$ cat config.mk
export PLATFORM = sky130hd
export DESIGN_NAME = ram_arbiter
export DESIGN_NICKNAME = d
export VERILOG_FILES = /design/src/rtl/ram_arbiter_pkg.sv /design/src/rtl/ram_arb_select.sv /design/src/rtl/ram_arbiter.sv
export SDC_FILE = /design/constraint.sdc
export NUM_CORES = 1
export LEC_CHECK = 0
export CORE_AREA = 3 3 143 145
export DETAILED_ROUTE_END_ITERATION = 12
export DIE_AREA = 0 0 146 148
export HOLD_SLACK_MARGIN = 0.06
export PLACE_DENSITY = 0.6
export SLEW_MARGIN = 20
export SYNTH_ARGS = -nofsm -noshare
export SYNTH_HDL_FRONTEND = slang
export SYNTH_SLANG_ARGS = --single-unit
$ cat constraint.sdc
create_clock -name CLK -period 4 [get_ports CLK]
set_input_delay 0.4 -clock CLK [delete_from_list [all_inputs] [get_ports CLK]]
set_output_delay 0.4 -clock CLK [all_outputs]
set_load 0.05 [all_outputs]
$ cat src/rtl/ram_arbiter_pkg.sv
// Shared types for the per-core icache/dcache RAM port arbiter.
package ram_arbiter_pkg;

  localparam int unsigned WordW = 32;

  typedef enum logic [1:0] {
    ARB_IDLE,
    ARB_IWORD,
    ARB_DWORD1,
    ARB_DWORD2
  } arb_state_t;

endpackage

$ cat src/rtl/ram_arb_select.sv
// Fixed-order request picker: d(rr), d(~rr), i(rr), i(~rr).
module ram_arb_select #(
  parameter int unsigned CPUS = 2
) (
  input  logic [CPUS-1:0] iREN,
  input  logic [CPUS-1:0] dREN,
  input  logic [CPUS-1:0] dWEN,
  input  logic            rr,
  output logic            valid,
  output logic            core,
  output logic            is_d
);

  logic [1:0] ireq;
  logic [1:0] dreq;

  // Pad to two cores so the ~rr lookup stays in range when CPUS = 1.
  always_comb begin
    ireq = '0;
    dreq = '0;
    for (int c = 0; c < int'(CPUS); c++) begin
      ireq[c] = iREN[c];
      dreq[c] = dREN[c] | dWEN[c];
    end
  end

  always_comb begin
    valid = 1'b1;
    is_d  = 1'b1;
    core  = rr;
    if (dreq[rr]) begin
      core = rr;
    end else if (dreq[~rr]) begin
      core = ~rr;
    end else if (ireq[rr]) begin
      is_d = 1'b0;
      core = rr;
    end else if (ireq[~rr]) begin
      is_d = 1'b0;
      core = ~rr;
    end else begin
      valid = 1'b0;
      is_d  = 1'b0;
    end
  end

endmodule

$ cat src/rtl/ram_arbiter.sv
// Shares one RAM port between each core's icache (1 word) and dcache (locked 2-beat block).
module ram_arbiter
  import ram_arbiter_pkg::*;
#(
  parameter int unsigned CPUS = 2
) (
  input  logic                        CLK,
  input  logic                        nRST,
  input  logic [CPUS-1:0]             iREN,
  input  logic [CPUS-1:0][WordW-1:0]  iaddr,
  output logic [CPUS-1:0]             iwait,
  output logic [WordW-1:0]            iload,
  input  logic [CPUS-1:0]             dREN,
  input  logic [CPUS-1:0]             dWEN,
  input  logic [CPUS-1:0][WordW-1:0]  daddr,
  input  logic [CPUS-1:0][WordW-1:0]  dstore,
  output logic [CPUS-1:0]             dwait,
  output logic [WordW-1:0]            dload,
  output logic                        ramREN,
  output logic                        ramWEN,
  output logic [WordW-1:0]            ramaddr,
  output logic [WordW-1:0]            ramstore,
  input  logic [WordW-1:0]            ramload,
  input  logic                        ram_ready
);

  arb_state_t state_q, state_d;
  logic       gnt_q, gnt_d;
  logic       rr_q, rr_d;

  logic sel_valid, sel_core, sel_is_d;

  logic [1:0]             ireq, dren_p, dwen_p, dreq;
  logic [1:0][WordW-1:0]  iaddr_p, daddr_p, dstore_p;
  logic [1:0]             iwait_p, dwait_p;

  // Two-core padded views keep the 1-bit grant index in range for any CPUS.
  always_comb begin
    ireq     = '0;
    dren_p   = '0;
    dwen_p   = '0;
    iaddr_p  = '0;
    daddr_p  = '0;
    dstore_p = '0;
    for (int c = 0; c < int'(CPUS); c++) begin
      ireq[c]     = iREN[c];
      dren_p[c]   = dREN[c];
      dwen_p[c]   = dWEN[c];
      iaddr_p[c]  = iaddr[c];
      daddr_p[c]  = daddr[c];
      dstore_p[c] = dstore[c];
    end
  end

  assign dreq = dren_p | dwen_p;

  ram_arb_select #(
    .CPUS (CPUS)
  ) u_select (
    .iREN  (iREN),
    .dREN  (dREN),
    .dWEN  (dWEN),
    .rr    (rr_q),
    .valid (sel_valid),
    .core  (sel_core),
    .is_d  (sel_is_d)
  );

  always_ff @(posedge CLK or negedge nRST) begin
    if (!nRST) begin
      state_q <= ARB_IDLE;
      gnt_q   <= 1'b0;
      rr_q    <= 1'b0;
    end else begin
      state_q <= state_d;
      gnt_q   <= gnt_d;
      rr_q    <= rr_d;
    end
  end

  always_comb begin
    state_d = state_q;
    gnt_d   = gnt_q;
    rr_d    = rr_q;
    case (state_q)
      ARB_IDLE: begin
        if (sel_valid) begin
          gnt_d   = sel_core;
          state_d = sel_is_d ? ARB_DWORD1 : ARB_IWORD;
        end
      end
      ARB_IWORD: begin
        if (!ireq[gnt_q]) begin
          state_d = ARB_IDLE;
        end else if (ram_ready) begin
          state_d = ARB_IDLE;
          rr_d    = ~gnt_q;
        end
      end
      ARB_DWORD1: begin
        if (!dreq[gnt_q]) begin
          state_d = ARB_IDLE;
        end else if (ram_ready) begin
          state_d = ARB_DWORD2;
        end
      end
      ARB_DWORD2: begin
        if (!dreq[gnt_q]) begin
          state_d = ARB_IDLE;
        end else if (ram_ready) begin
          state_d = ARB_IDLE;
          rr_d    = ~gnt_q;
        end
      end
      default: state_d = ARB_IDLE;
    endcase
    if (CPUS == 1) rr_d = 1'b0;
  end

  // Strobes follow the live request so a dropped request aborts without a wait pulse.
  always_comb begin
    iwait_p  = '1;
    dwait_p  = '1;
    ramREN   = 1'b0;
    ramWEN   = 1'b0;
    ramaddr  = '0;
    ramstore = '0;
    case (state_q)
      ARB_IWORD: begin
        ramREN         = ireq[gnt_q];
        ramaddr        = iaddr_p[gnt_q];
        iwait_p[gnt_q] = ~(ireq[gnt_q] & ram_ready);
      end
      ARB_DWORD1, ARB_DWORD2: begin
        ramWEN         = dwen_p[gnt_q];
        ramREN         = dren_p[gnt_q] & ~dwen_p[gnt_q];
        ramaddr        = daddr_p[gnt_q];
        ramstore       = dstore_p[gnt_q];
        dwait_p[gnt_q] = ~(dreq[gnt_q] & ram_ready);
      end
      default: ;
    endcase
  end

  assign iwait = iwait_p[CPUS-1:0];
  assign dwait = dwait_p[CPUS-1:0];
  assign iload = ramload;
  assign dload = ramload;

endmodule

==> results.md, run 1 <==
* WS Path Type: reg -> out
* Setup violations, final at 0
* Initial antenna violation count at 0
* Seq pwr share at between 4 and 5%
* Post-CTS Setup Bufs at 0
* Critical Path AT at approximately 2.6 ns
* Final Hold Vio Count at 0
* Initial Utilization at around an eighth
* #FFs+latches synth at 4
* Clk network pwr share at 4.9%
* Final non-filler cell total at roughly 780
* Synthesis-to-finish area growth at 105%
* Gate power share at between 90% and 100%
* CP max stage delay at 0.79 ns
* DR WL/cell at roughly 14 µm
* Crit path required time at 3.60 ns
* Final core occ at 26.0%
* Slew @ Worst Pin at 0.786 ns
* Top_reg_cell synth: dfrtp_1
* Setup crit start kind: flop
* Worst vdd rail ir drop at a little under 0.0003 V
* Distinct cells, synth at 31
* Largest net degree at the start of global routing at 77
* DRT Pass-1 Iters at 4
* Hold Path Class: in -> async
* Slew margin rel. at ~48%
* Num CTS Buffers at 3
* I/O Pins at 367
* Slew Limit Fails at 0
* Power, Total at approximately 0.0032 W
* Synth Net Count at around 560
* Hold_ws at 0.372 ns
* Total wire length at about 11,000 µm
* CP delay by family, top: buffers and inverters
* Syn_area_per_cell at 7.55 µm²
* Core Region at approximately 19,000 µm²
* RSZ-0062 raised after global routing: false
* Worst path slowest cell: dfrtp_4
* CTS tree: built
* Cells after Synth at 325
* Crit path depth at 5
* Minimum clock period at a little over 3 ns
* Global route overflow at 0
* Die width at ~150 µm
* Final Wtd Congestion at ~0.74
* Share of post-route cells with drive strength above 1 at 8.37%
* Status: finished clean
* Leak at roughly 2 nW
* Hold buffer count at cts at 0
* CTS max path bufs at 2
* Max Fanout on Critical Path at 40
* Mapped cell area at about 2500 µm²
* Synth warn at 0
* Worst skew pair latency at between 0.2 and 0.25 ns
* First-pass GRT wire length at ~17,000 µm
* Setup TNS at 0 ns
* Die height at roughly 150 µm
* DRT antenna net count at 0
* Vias in the first global route at roughly 3k
* Post-synth EDFFs at 0
* Post-CTS Resized at 0
* Period utilization at 76.1%
* Int Pwr at around 0.0014 W
* Number of DRC markers in iteration 0 at between 50 and 60
* CP endpoint kind: output pin
* DP HPWL at a little over 9000 µm
* Switching part of the total at about three fifths
* # Max-Cap Violations at 0
* Diode count at 0
* Share of the yosys chip area belonging to registers at between 4 and 5%
* Root Buffer: clkbuf_16
* R2R cell count at 4
* Port Buffers at 270
* Vias per cell at roughly 3.8
* H-tree depth at 1
* Inst Count DP at 775
* Post-synthesis async set-or-reset flop share at 100%
* Final #Nets at roughly 750
* Reg clk slew, reported paths at around 0.03 ns
* Skew final at roughly 0.0035 ns
* Max Freq at 329 MHz
* Power per cell area at roughly 650 nW/µm²
* Sink Count at 4
* # DRC at 0
* WP buf/inv at 2
* Sw Pwr at about 0.0019 W
* GRT Overall Usage at 9.38%
* Critical-path cell list: buf_12 -> mux2_2 -> nand2_1 -> o21ai_1 -> clkdlybuf4s50_1
* Routed vias at between 2k and 3k
* FILL cells at between 2k and 2.5k
* Row count at 51
* Die area at ~22,000 µm²
## cell usage in the layout (no fill, tap or decap), drive strengths merged, types with 2 or more instances in the layout
cell type      synthesis  layout
nand3                  2       2
mux2i                 66      66
mux2                  34      34
nor2b                 33      33
or2                    2       2
nand2                 38      38
clkdlybuf4s50          0     270
nor2                   8       8
o21ai                 34      34
dfrtp                  4       4
buf                   80       3
clkbuf                 8       4
inv                    2       2
## worst paths after layout
kind                       start          to  slack (ns)
max in group asynchronous   nRST       gnt_q        3.45
min in group CLK            rr_q        rr_q        0.55
min reg2reg                 rr_q        rr_q        0.55
max                        gnt_q  ramaddr[1]        0.96
max reg2reg                gnt_q  state_q[0]        2.22
min                         nRST       gnt_q        0.37
## cell type report
cell class / instances / area [µm²] / share of cell area [%]
Clock buffer: 4 / 78.8 / 1.57
Inverter: 2 / 7.51 / 0.150
Multi-Input combinational cell: 231 / 1750 / 34.8
Sequential cell: 4 / 105 / 2.09
Timing Repair Buffer: 273 / 2750 / 54.8
Tap cell: 265 / 332 / 6.60
## worst reg2reg max path: cells and delay by family (launching register included)
family | cells | cell delay (ns)
AOI/OAI and AO/OA | 1 | 0.08
muxes | 2 | 0.69
DFF | 1 | 0.79
and+or+nand+nor | 1 | 0.09
## Yosys cell counts, types with 2 or more instances
library cell  instances  share of area, %
buf_4                69                21
mux2i_1              66                27
nand2_1              38               5.8
nor2b_1              33               8.4
o21ai_1              33               6.7
mux2_2               32                15
buf_2                 8               1.6
clkbuf_1              8               1.2
nor2_1                8               1.2
dfrtp_1               4               4.1
buf_1                 3              0.46
inv_1                 2              0.31
mux2_1                2              0.92
or2_1                 2              0.51
## flip-flops by register name (all words and copies together), names as in the netlist
name and cells:
state_q 2, rr_q 1, gnt_q 1
## logic make-up after synthesis
kind of cell	after synthesis	synth area share, %
buf+inv	90	24.7
xor+xnor	1	0.357
mux	101	43.5
simple gates	87	17.8
flops	4	4.08
fa+ha+maj	1	0.408
compound gates	41	9.18
## metal layers
layer	vias to the layer above	GRT usage, %	part of all wire, %
li1	1431	-	-
met1	1247	10.6	38
met2	222	17.0	48
met3	23	3.65	12
met4	0	1.65	1.6
met5	-	0	0
## stage by stage
stage | setup slack [ns] | instance area [µm²]
final | 0.958 | 5020
after floorplan | 1.89 | 2450
after global routing | 0.829 | 5020
after detailed placement | 1.17 | 4940
after CTS | 0.929 | 5020
after global placement | 1.18 | 4940
## power by group through the flow
| stage | sequential, W | clock [W] | combinational (W) |
|---|---|---|---|
| 4_1_cts | 0.000157 | 0.000162 | 0.00297 |
| 6_report | 0.000153 | 0.000161 | 0.00294 |
| 5_1_grt | 0.000163 | 0.000168 | 0.00310 |
| 3_5_place_dp | 0.000157 | 0 | 0.00297 |
| 2_1_floorplan | 0.0000711 | 0 | 0.00227 |
| 3_3_place_gp | 0.000158 | 0 | 0.00296 |
No activity file was read; power rests on OpenSTA's default activity.
==> run 2, diff against run 1 <==
CORE_AREA = 3 3 140 142   (was 3 3 143 145)
DIE_AREA = 0 0 143 145   (was 0 0 146 148)
PLACE_DENSITY = 0.62   (was 0.6)
clock period = 3.05 ns   (was 4 ns; I/O delays follow)
==> run 2 against run 1 <==
Net effect: clock skew is 0.0027 ns lower; register-to-register slack worse by 1.1 ns; worst hold slack worse by 0.071 ns; non-clock buffer count is 3 higher; sequential power is 14% lower; critical path type unchanged.
==> results.md, run 2 (synthesis results as in run 1) <==
* WS Path Type: reg -> out (unchanged)
* Row count at 50 (was 51)
* Critical Path AT at 2.39 ns (was 2.64 ns)
* Sink Count at 4 (unchanged)
* Skew final at 0.000744 ns (was 0.00349 ns)
* Vias per cell at 3.93 (was 3.75)
* FILL cells at 2,052 (was 2,110)
* Routed vias at 2,951 (was 2,923)
* Crit path required time at 2.74 ns (was 3.60 ns)
* Num CTS Buffers at 3 (unchanged)
* Die height at 145 µm (was 148 µm)
* # DRC at 0 (unchanged)
* CTS max path bufs at 2 (unchanged)
* CP endpoint kind: output pin (unchanged)
* Status: finished clean (unchanged)
* Most frequent cells in the layout: clkdlybuf4s50_1, mux2i_1, nand2_1 (unchanged)
* Worst vdd rail ir drop at 0.000417 V (was 0.000292 V)
* Power per cell area at 856 nW/µm² (was 647 nW/µm²)
* Synthesis-to-finish area growth at 102% (was 105%)
* Reg clk slew, reported paths at 0.03 ns (about the same)
* Worst skew pair latency at 0.22 ns (about the same)
* H-tree depth at 1 (unchanged)
* Register area at 105 µm² (unchanged)
* Total wire length at 11,300 µm (was 11,000 µm)
* Final #Nets at 751 (was 748)
* Die area at 20,700 µm² (was 21,600 µm²)
* Minimum clock period at between 2 and 3 ns
* Vias in the first global route at 3,038 (was 3,091)
* Slew @ Worst Pin at 0.538 ns (was 0.786 ns)
* RSZ-0062 raised after global routing: false (unchanged)
* Setup crit start kind: flop (unchanged)
* Setup TNS at 0 ns (unchanged)
* Root Buffer: clkbuf_16 (unchanged)
* Initial Utilization at 13.2% (was 12.7%)
* Hold buffer count at cts at 0 (unchanged)
* Post-CTS Resized at 0 (unchanged)
* Period utilization at approximately 88%
* Max Fanout on Critical Path at 40 (unchanged)
* DP HPWL at 9840 µm (was 9100 µm)
* Commonest non-fill, non-tap cell in the layout: clkdlybuf4s50_1 (unchanged)
* Core Region at 18,600 µm² (was 19,300 µm²)
* Share of post-route cells with drive strength above 1 at 12.8% (was 8.37%)
* CTS tree: built (unchanged)
* Inst Count DP at 747 (was 775)
* Post-route cell area at 4950 µm² (was 5020 µm²)
* Final non-filler cell total at 750 (was 779)
* Slew margin rel. at 64.0% (was 47.6%)
* Die width at 143 µm (was 146 µm)
* Final Wtd Congestion at 0.780 (was 0.743)
* First-pass GRT wire length at 16,300 µm (was 16,800 µm)
* Max Freq at 371 MHz
* Number of DRC markers in iteration 0 at 48 (was 54)
* Hold Path Class: in -> async (unchanged)
* DRT Pass-1 Iters at 4 (unchanged)
* Initial antenna violation count at 0 (unchanged)
* Leak at 2.08 nW (was 2.04 nW)
* Post-CTS Setup Bufs at 0 (unchanged)
* Largest registers: state_q (2), gnt_q (1), rr_q (1) (unchanged)
* Final core occ at 26.6% (was 26.0%)
* Final Hold Vio Count at 0 (unchanged)
* DR WL/cell at 15.1 µm (was 14.1 µm)
* GRT Overall Usage at 9.81% (was 9.38%)
* Port Buffers at 270 (unchanged)
* DRT antenna net count at 0 (unchanged)
* Biggest register: state_q (unchanged)
* Global route overflow at 0 (unchanged)
* # Max-Cap Violations at 0 (unchanged)
* Max reg flops at 2 (unchanged)
* Slew Limit Fails at 0 (unchanged)
* Diode count at 0 (unchanged)
* Cell Area, Placed at 4880 µm² (was 4940 µm²)
* Setup violations, final at 0 (unchanged)
* I/O Pins at 367 (unchanged)
* Largest net degree at the start of global routing at 51 (was 77)
* Area of the multi-input gates at 1750 µm² (unchanged)
==> run 2: cell count changes in the layout (fill, tap and decap cells not counted), sizes merged <==
cell and delta:
clkdlybuf4s50 -20, buf +23, clkbuf -1
==> run 2: critical path: stages (launching register included) <==
cell             delay (ns)
dfrtp_2                0.40
buf_4                  0.34
buf_4                  0.40
nand2_1                0.09
o21ai_1                0.09
clkdlybuf4s50_1        0.82
==> run 2: final timing paths <==
check	slack, ns	to	startpoint	depth (start not counted)
worst max-delay path	0.36	ramaddr[7]	state_q[1]	5
worst min-delay path	0.30	state_q[0]	nRST	1
worst max register to register	1.17	rr_q	state_q[1]	5
worst min register to register	0.55	rr_q	rr_q	2
max in group asynchronous	2.55	gnt_q	nRST	1
min in group CLK	0.55	rr_q	rr_q	2
==> run 2: final cells by class <==
class | count | area share, %
repair buffers | 276 | 55.0
multi-input cells | 231 | 35.3
clock buffers | 3 | 1.52
flip-flops and latches | 4 | 2.12
well taps | 234 | 5.91
inverters | 2 | 0.152
==> run 2: through the flow <==
stage / hold WS [ns] / setup slack, ns / total power (W)
floorplan: 0.00941 / 1.03 / 0.00307
global placement: 0.531 / 0.577 / 0.00407
detailed placement: 0.538 / 0.544 / 0.00407
CTS: 0.308 / 0.334 / 0.00429
global route: 0.301 / 0.154 / 0.00449
finish: 0.300 / 0.355 / 0.00424
==> run 2: routing by layer <==
layer	up-vias	part of all wire [%]	global-route usage, %
met2	238	48	18.1
met3	15	13	3.16
met4	0	2.2	2.47
met1	1263	37	10.6
met5	-	0	0
li1	1435	-	-
==> run 2: power breakdown <==
group / switching, W / internal, W / leakage (nW)
Clock: 0.0000323 / 0.000167 / 0.0370
Combinational: 0.00240 / 0.00151 / 2.00
Sequential: 0.0000478 / 0.0000845 / 0.0457
Total: 0.00248 / 0.00176 / 2.08
==> run 3, diff against run 2 <==
MAX_ROUTING_LAYER = met4   (was not set)
==> run 3 against run 2 <==
Net effect: combinational power about the same; first-iteration DRC count decreased by 15%; sequential share of layout area unchanged; fmax decreased by 0.21%; global-route usage increased by 0.28 points; final cell count unchanged; clock skew about the same; power about the same; non-clock buffer count unchanged; critical path type unchanged; critical endpoint is now ramaddr[4].
==> results.md, run 3 (synthesis results as in run 1) <==
* Commonest non-fill, non-tap cell in the layout: clkdlybuf4s50_1 (unchanged)
* Crit. Startpoint: state_q[1] (unchanged)
* H-tree depth at 1 (unchanged)
* # DRC at 0 (unchanged)
* Initial Utilization at 13.2% (unchanged)
* Skew final at 0.000343 ns (was 0.000744 ns)
* DRT Pass-1 Iters at 4 (unchanged)
* Max Fanout on Critical Path at 40 (unchanged)
* Die width at 143 µm (unchanged)
* Hold Path Class: in -> async (unchanged)
* WP buf/inv at 3 (unchanged)
* Number of DRC markers in iteration 0 at 41 (was 48)
* Setup violations, final at 0 (unchanged)
* Slew margin rel. at 64.0% (about the same)
* Diode count at 0 (unchanged)
* Initial antenna violation count at 0 (unchanged)
* Final Wtd Congestion at 0.791 (was 0.780)
* Crit-path most repeated cell: buf_4 (unchanged)
* Inst Count DP at 747 (unchanged)
* Slew Limit Fails at 0 (unchanged)
* I/O Pins at 367 (unchanged)
* Crit path required time at 2.74 ns (about the same)
* Gate power share at 92.2% (about the same)
* Period utilization at 88.5% (was 88.3%)
* Die height at 145 µm (unchanged)
* Biggest register: state_q (unchanged)
* DR WL/cell at 15.1 µm (about the same)
* Int Pwr at 0.00176 W (about the same)
* Worst vdd rail ir drop at 0.000417 V (about the same)
* Synthesis-to-finish area growth at 102% (unchanged)
* # Max-Cap Violations at 0 (unchanged)
* Hold_ws at 0.299 ns (was 0.300 ns)
* Critical Path AT at 2.40 ns (was 2.39 ns)
* R2R cell count at 5 (unchanged)
* Row count at 50 (unchanged)
* Max reg flops at 2 (unchanged)
* Post-CTS Setup Bufs at 0 (unchanged)
* Power per cell area at 856 nW/µm² (about the same)
* Largest registers: state_q (2), gnt_q (1), rr_q (1) (unchanged)
* GRT Overall Usage at 10.1% (was 9.81%)
* Sw Pwr at 0.00248 W (about the same)
* Most frequent cells in the layout: clkdlybuf4s50_1, mux2i_1, nand2_1 (unchanged)
* Global route overflow at 0 (unchanged)
* Status: finished clean (unchanged)
* Setup crit start kind: flop (unchanged)
* Crit path depth at 5 (unchanged)
* CP delay by family, top: buffers and inverters (unchanged)
* Routed vias at 2,949 (was 2,951)
* DRT antenna net count at 0 (unchanged)
* Port Buffers at 270 (unchanged)
* Share of post-route cells with drive strength above 1 at 12.8% (unchanged)
* Num CTS Buffers at 3 (unchanged)
* Power, Total at 0.00424 W (about the same)
* CTS tree: built (unchanged)
* CP Capture Point: ramaddr[4] (was ramaddr[7])
* Worst r2r dst: rr_q (unchanged)
* Hold buffer count at cts at 0 (unchanged)
* Root Buffer: clkbuf_16 (unchanged)
* RSZ-0062 raised after global routing: false (unchanged)
* First-pass GRT wire length at 16,300 µm (about the same)
* Reg clk slew, reported paths at 0.03 ns (about the same)
* Final #Nets at 751 (unchanged)
* Post-CTS Resized at 0 (unchanged)
* Switching part of the total at 58.5% (was 58.4%)
* Setup TNS at 0 ns (unchanged)
* Die area at 20,700 µm² (unchanged)
* Core Region at 18,600 µm² (unchanged)
* Sink Count at 4 (unchanged)
* Vias in the first global route at 3,042 (was 3,038)
* CP max stage delay at 0.81 ns (was 0.82 ns)
* R2R setup slack at 1.16 ns (was 1.17 ns)
* Vias per cell at 3.93 (about the same)
* Worst skew pair latency at 0.22 ns (about the same)
* Total wire length at 11,300 µm (about the same)
* Minimum clock period at 2.70 ns (was 2.69 ns)
* Largest net degree at the start of global routing at 51 (unchanged)
* Final non-filler cell total at 750 (unchanged)
* Max Freq at 370 MHz (was 371 MHz)
* Clk network pwr share at 4.7% (about the same)
* DP HPWL at 9840 µm (unchanged)
* Final Hold Vio Count at 0 (unchanged)
* Slew @ Worst Pin at 0.538 ns (about the same)
* Worst path slowest cell: clkdlybuf4s50_1 (unchanged)
* Seq pwr share at 3.1% (about the same)
* Leak at 2.08 nW (unchanged)
* CTS max path bufs at 2 (unchanged)
* Critical-path cell list: buf_4 -> buf_4 -> nand2_1 -> o21ai_1 -> clkdlybuf4s50_1 (unchanged)
* Reg-to-Reg Start: state_q[1] (unchanged)
* CP endpoint kind: output pin (unchanged)
* WS Path Type: reg -> out (unchanged)
## run 3: cell counts in the layout (fill, tap and decap cells not counted)
Identical to the previous run, type by type.
## run 3: worst min-delay path by stage
stage	end	slack [ns]	cells after the start
2_1_floorplan	gnt_q	0.009	0
3_3_place_gp	state_q[0]	0.53	1
3_5_place_dp	state_q[0]	0.54	1
4_1_cts	state_q[0]	0.31	1
5_1_grt	gnt_q	0.31	1
6_report	gnt_q	0.30	1
## run 3: layout make-up
| cell class | count | area [µm²] |
|---|---|---|
| clock buffers | 3 | 75.1 |
| flip-flops and latches | 4 | 105 |
| inverters | 2 | 7.51 |
| well taps | 234 | 293 |
| fillers | 2052 | 13600 |
| repair buffers | 276 | 2720 |
| multi-input cells | 231 | 1750 |
## run 3: power groups by stage
stage / clock network, W / registers [W] / logic, W
2_1_floorplan: 0 / 0.0000933 / 0.00298
3_3_place_gp: 0 / 0.000133 / 0.00394
3_5_place_dp: 0 / 0.000134 / 0.00394
4_1_cts: 0.000202 / 0.000134 / 0.00395
5_1_grt: 0.000210 / 0.000140 / 0.00414
6_report: 0.000199 / 0.000133 / 0.00391
## run 3: metrics by stage
| step | utilization (%) | area [µm²] | worst slack [ns] |
|---|---|---|---|
| final | 26.6 | 4950 | 0.350 |
| after global placement | 26.2 | 4880 | 0.577 |
| after CTS | 26.6 | 4950 | 0.334 |
| after global routing | 26.6 | 4950 | 0.154 |
| after detailed placement | 26.2 | 4880 | 0.544 |
| after floorplan | - | 2450 | 1.03 |
## run 3: per-layer routing
layer,global-route usage (%),wire (µm)
met5,-,0
met4,2.52,253
met3,2.67,1340
met2,18.1,5460
met1,11.0,4260
